**src/rtl/gray_binary_conv_pipe.sv**
```systemverilog
// Two-stage Gray<->binary converter with valid/ready handshake.
// Stage 1 captures the word and audits Gray single-bit steps. Stage 2 holds the converted result.
module gray_binary_conv_pipe #(
  parameter int WIDTH     = 4,
  parameter int ERR_CNT_W = 8
) (
  input  logic                 clk,
  input  logic                 rst_n,
  input  logic                 in_valid,
  output logic                 in_ready,
  input  logic                 in_mode,
  input  logic [WIDTH-1:0]     in_data,
  output logic                 out_valid,
  input  logic                 out_ready,
  output logic                 out_mode,
  output logic [WIDTH-1:0]     out_data,
  output logic                 step_err,
  output logic [ERR_CNT_W-1:0] err_cnt
);

  logic                 adv;
  logic                 accept;
  logic                 s1_valid_reg;
  logic                 s1_mode_reg;
  logic [WIDTH-1:0]     s1_data_reg;
  logic                 s1_err_reg;
  logic [WIDTH-1:0]     hist_reg;
  logic                 hist_valid_reg;
  logic                 out_valid_reg;
  logic                 out_mode_reg;
  logic [WIDTH-1:0]     out_data_reg;
  logic                 out_err_reg;
  logic [ERR_CNT_W-1:0] err_cnt_reg;
  logic [WIDTH-1:0]     diff;
  logic [WIDTH-1:0]     diff_m1;
  logic                 multi_bit;
  logic                 step_err_next;
  logic [WIDTH-1:0]     g2b;
  logic [WIDTH-1:0]     b2g;
  logic [WIDTH-1:0]     conv_next;

  assign adv      = !out_valid_reg || out_ready;
  assign in_ready = adv;
  assign accept   = in_valid && adv;

  // More than one bit set <=> clearing the lowest set bit leaves something behind.
  assign diff          = hist_reg ^ in_data;
  assign diff_m1       = diff - {{(WIDTH-1){1'b0}}, 1'b1};
  assign multi_bit     = (diff & diff_m1) != '0;
  assign step_err_next = !in_mode && hist_valid_reg && multi_bit;

  // Each binary bit is the XOR of all Gray bits at or above it.
  generate
    for (genvar gi = 0; gi < WIDTH; gi++) begin : g_g2b
      assign g2b[gi] = ^s1_data_reg[WIDTH-1:gi];
    end
  endgenerate

  assign b2g       = s1_data_reg ^ (s1_data_reg >> 1);
  assign conv_next = s1_mode_reg ? b2g : g2b;

  always_ff @(posedge clk or negedge rst_n) begin
    if (!rst_n) begin
      s1_valid_reg   <= 1'b0;
      s1_mode_reg    <= 1'b0;
      s1_data_reg    <= '0;
      s1_err_reg     <= 1'b0;
      hist_reg       <= '0;
      hist_valid_reg <= 1'b0;
      out_valid_reg  <= 1'b0;
      out_mode_reg   <= 1'b0;
      out_data_reg   <= '0;
      out_err_reg    <= 1'b0;
    end else if (adv) begin
      s1_valid_reg  <= in_valid;
      s1_mode_reg   <= in_mode;
      s1_data_reg   <= in_data;
      s1_err_reg    <= accept && step_err_next;
      out_valid_reg <= s1_valid_reg;
      out_mode_reg  <= s1_mode_reg;
      out_data_reg  <= conv_next;
      out_err_reg   <= s1_valid_reg && s1_err_reg;
      if (accept) begin
        if (!in_mode) begin
          hist_reg       <= in_data;
          hist_valid_reg <= 1'b1;
        end else begin
          hist_valid_reg <= 1'b0;
        end
      end
    end
  end

  always_ff @(posedge clk or negedge rst_n) begin
    if (!rst_n) begin
      err_cnt_reg <= '0;
    end else if (out_valid_reg && out_ready && out_err_reg && (err_cnt_reg != '1)) begin
      err_cnt_reg <= err_cnt_reg + {{(ERR_CNT_W-1){1'b0}}, 1'b1};
    end
  end

  assign out_valid = out_valid_reg;
  assign out_mode  = out_mode_reg;
  assign out_data  = out_data_reg;
  assign step_err  = out_err_reg;
  assign err_cnt   = err_cnt_reg;

endmodule
```
**config.mk**
```make
export PLATFORM = sky130hd
export DESIGN_NAME = gray_binary_conv_pipe
export DESIGN_NICKNAME = d
export VERILOG_FILES = /design/src/rtl/gray_binary_conv_pipe.sv
export SDC_FILE = /design/constraint.sdc
export NUM_CORES = 1
export LEC_CHECK = 0
export BUFFER_PORTS_ARGS = -buffer_cell sky130_fd_sc_hd__buf_2
export CORE_MARGIN = 4
export CORE_UTILIZATION = 40
export CTS_CLUSTER_SIZE = 40
export DETAILED_ROUTE_END_ITERATION = 7
export HOLD_SLACK_MARGIN = 0.08
export PLACE_DENSITY_LB_ADDON = 0.25
export SYNTH_ARGS = -nofsm -noshare
export SYNTH_HDL_FRONTEND = slang
export SYNTH_SLANG_ARGS = --single-unit
```
**constraint.sdc**
```tcl
create_clock -name clk -period 2.7 [get_ports clk]
set_input_delay 0.405 -clock clk [delete_from_list [all_inputs] [get_ports clk]]
set_output_delay 0.405 -clock clk [all_outputs]
set_load 0.05 [all_outputs]
```
# After elaboration in Yosys (flattened, before gate mapping)

Cells that the tools add are included.

Add/subtract/negate cells: 2
Equality and inequality tests: 1
Mux-type cells: 2
Bitwise gates (word level): 4
Reductions and logical operators: 17

Operators with widths:

| operator            | count |
|---|---|
| $add 8x1->8 const B | 1 |
| $logic_and 1x1->1   | 8 |
| $ne 8x8->1 const B  | 1 |
| $and 4x4->4         | 1 |
| $mux 4              | 1 |
| $reduce_bool 4->1   | 1 |
| $reduce_xor 4->1    | 1 |
| $sub 4x1->4 const B | 1 |
| $xor 4x3->4         | 1 |
| $xor 4x4->4         | 1 |
| $reduce_and 3->1    | 1 |
| $reduce_xor 3->1    | 1 |
| $logic_not 1->1     | 2 |
| $reduce_and 2->1    | 1 |
| $reduce_xor 2->1    | 1 |
| $logic_or 1x1->1    | 1 |
| $mux 1              | 1 |
| $not 1->1           | 1 |

Flip-flop bits (word level): 27
Input port bits: 9
Output and inout port bits: 16
Word-level logic and storage cells: 37

# Longest topological paths before layout

Depth after elaboration: 6
Depth in mapped cells: 5
Mapped depth without buffers: 5

# Least setup slack after synthesis

No wires, ideal clock.

Kind: register to output
Start point: register out_valid_reg, in the netlist out_valid
End point: output in_ready
Data arrival time: 1.497 ns
Data required time: 2.295 ns
Path slack: 0.798 ns
Stages on the path, launching flop included: 4
Buffers on the path: 1
Cell sequence: dfrtp_1 -> nor2b_4 -> inv_2 -> clkbuf_1

Cells in the longest elaborated chain, start to end: 2

RTL lines:

| element                | RTL line | source |
|---|---|---|
| start, declared        | 29       | `logic out_valid_reg;` |
| start signal, assigned | 79       | `out_valid_reg <= s1_valid_reg;` |
| $logic_not 1->1        | 42       | `assign adv = !out_valid_reg \|\| out_ready;` |
| $logic_or 1x1->1       | 42       |  |
| end, declared          | 10       | `output logic in_ready,` |

Every way passes these cells.

# Final worst setup path

Ends and elaborated chain as after synthesis.

==> impl_results.md <==
- Outcome: completed
- Vias per std cell: 4.99
- Ys flop type: dfrtp_1
- DR vias: 873
- Yosys top cell by area: dfrtp_1
- Clk_lat worst skew: 0.32 ns
- Kind of critical path: flop to output port
- Initial antenna violation count: 0
- Inst Count DP: 171
- Sw frac: 39.2%
- P per Cell Area: 728 nW/um^2
- Setup violators final: 0
- I/O pins: 25
- #FFs+latches synth: 27
- Largest family of logic cells by synthesized area: simple AND/OR/NAND/NOR gates
- Initial core utilization: 43.3%
- Switch Pwr: 0.000403 W
- Max cap viols: 0
- Core ar.: 2850 um^2
- GR Util All Layers: a little under an eighth
- Die height: 63.6 um
- Worst path required time: 2.30 ns
- CTS root buffer: clkbuf_4
- Layout net count: 155
- Clock share of power: 16.7%
- Global route overflow: 0
- GP Congestion: 0.802
- Most common cell in the synthesized netlist: nand2_1
- RR Endpoint: hist_reg[3]
- Register area share after synthesis: 54.7%
- Internal power: 0.000626 W
- Max FFs per register: 8
- Peak supply drop: 0.410 mV
- Post-CTS Repair Setup Buffers: 0
- CP max FO: 15
- Drc violations: 0
- R2R Setup Slk: 1.12 ns
- Cts bufs inserted: 3
- HPWL Detailed: 1650 um
- Number of synthesized flops with an enable pin: 0
- # rows: 19
- Final Hold Viols: 0
- R2R depth: 5
- Logic pwr share: 32.2%
- Max-slew violation count: 0
- Clock-pin transition on the worst setup and hold timing paths: 0.14 ns
- Post-synth ARST share: 100%
- Actual slew at the worst max-slew pin: a little under 0.6 ns
- Synth top cells by count: nand2_1, dfrtp_1, nor2_1
- Layout Skew: 0.00611 ns
- Synth Area in Simple Gates: 22.7%
- Syn Nets: 128
- RSZ-0062 raised after global routing: no
- Final core occ: 49.6%
- Pin count of the biggest net entering global routing: 28
- Global-route wire length before repair: 3770 um
- Slew HR: 60.8%
- WP buf/inv: 2
- DR pass1 iterations: 4
- Fin Setup TNS: 0 ns
- Hold-fix buffers, CTS: 0
- CTS resizes: 0
- Place WS: 1.03 ns
- Fin crit share: 70.5%
- Syn-to-layout area delta: 14.4%
- CP Capture Type: output port
- FMAX: between 500 and 600 MHz
- Multiplexer area fraction after synthesis: 6.38%
- Dominant cells by area after synthesis: dfrtp_1, nand2_1, mux2_2, xor2_1, xnor2_1
- XOR/XNOR Fraction of Synth Area: 7.79%
- Die ar.: 4040 um^2
- Crit-path cells: nor2b_4, inv_2, buf_2
- Power share of the sequential group: 51.1%
- Synth top area share: 54.7%
- Startpoint types: flop
- Setup ws final: 0.797 ns
- CTS tree: done
- CP delay by family, top: buffers and inverters
- Post-Syn Area per Cell: 10.5 um^2
- Final min period: 1.90 ns
- Avg WL per Cell: 12.6 um
- Syn. warnings: 0
- Die W: 63.6 um
- Final wirelength: 2210 um
- Slowest-stage cell, CP: dfrtp_1
- Post-layout instance count excluding filler cells: between 150 and 200
- Clk sinks: 27
- H-tree depth: 1
- Final ANT Viol Nets: 0
- Syn Std Cell Area: 1240 um^2
- Deepest clock path buffer count: 2
- Leak pwr: 0.708 nW
- Iteration-0 DRC Markers: 39
- Yosys cell types: 31
- Antenna cells: 0
- Synth Area in Adders: under 10%
- Count of input and output buffers: 24
- Layout cells sized above 1: 28.5%
- Synth Area in Compound Gates: 6.28%
- Arrival @ worst endpoint: 1.50 ns
- Vias in the first global route: 843
- Max incr delay on CP: approximately 0.41 ns
- Post-synthesis cell count: 118
- Worst r2r src: out_valid
- Hold Crit Class: input port to asynchronous set/reset pin
how the worst max path moves through the flow:
stage                          from  endpoint  slack (ns)  cells past startpoint
after detailed placement  out_ready  in_ready        1.03                      4
after CTS                 out_valid  in_ready        0.78                      3
final                     out_valid  in_ready        0.80                      3
after floorplan           out_valid  in_ready        0.80                      3
after global routing      out_valid  in_ready        0.68                      3
after global placement    out_ready  in_ready        1.06                      4
power groups by stage:
stage	logic [W]	registers, W	clock network [W]
after floorplan	0.000125	0.000657	0
after global placement	0.000329	0.000530	0
after detailed placement	0.000336	0.000536	0
after CTS	0.000339	0.000527	0.000179
after global routing	0.000358	0.000537	0.000198
final	0.000332	0.000525	0.000172
cell usage in the layout (no fill, tap or decap), types with 2 or more instances in the layout:
cell,netlist,layout
mux2_2,6,6
xnor2_1,4,4
o21ai_0,3,3
buf_2,0,24
xor2_1,7,7
clkbuf_4,0,3
a21oi_1,5,5
nand3_1,2,2
nor2_1,9,9
a211oi_1,2,2
nand2_1,31,31
dfrtp_1,27,27
worst register-to-register path: cells and delay by family, from the launching register on:
| family | cells | cell delay [ns] |
|---|---|---|
| and+or+nand+nor | 3 | 0.48 |
| muxes | 1 | 0.36 |
| buffers and inverters | 1 | 0.21 |
| DFF | 1 | 0.43 |
cells by family (layout without fill, tap and decap cells):
family | after synthesis | after routing
compound gates | 13 | 13
xor+xnor | 11 | 11
fa+ha+maj | 1 | 1
buf+inv | 4 | 30
flops | 27 | 27
mux | 7 | 7
simple gates | 55 | 55
area by class of cell:
| class | instances | area [um^2] |
|---|---|---|
| clock buffers | 4 | 26.3 |
| fillers | 267 | 1440 |
| inverters | 2 | 7.51 |
| multi-input cells | 87 | 546 |
| flip-flops and latches | 27 | 676 |
| well taps | 31 | 38.8 |
| repair buffers | 24 | 120 |
stage by stage:
stage          hold WS, ns  cell area, um^2  total power [W]
6_report            0.0584             1410          0.00103
5_1_grt             0.0883             1410          0.00109
4_1_cts             0.0815             1410          0.00104
3_5_place_dp         0.453             1390         0.000871
3_3_place_gp         0.449             1390         0.000860
2_1_floorplan        0.109             1240         0.000781
routing by layer:
metal	share of wire, %	vias to the layer above	wire length [um]	GRT usage, %
met5	0	-	0	0
met4	1.1	0	25	4.04
met3	4.9	5	108	3.73
met2	51	19	1120	21.1
met1	43	409	955	13.4
li1	-	440	-	-
(Power assumes the default switching activity.)
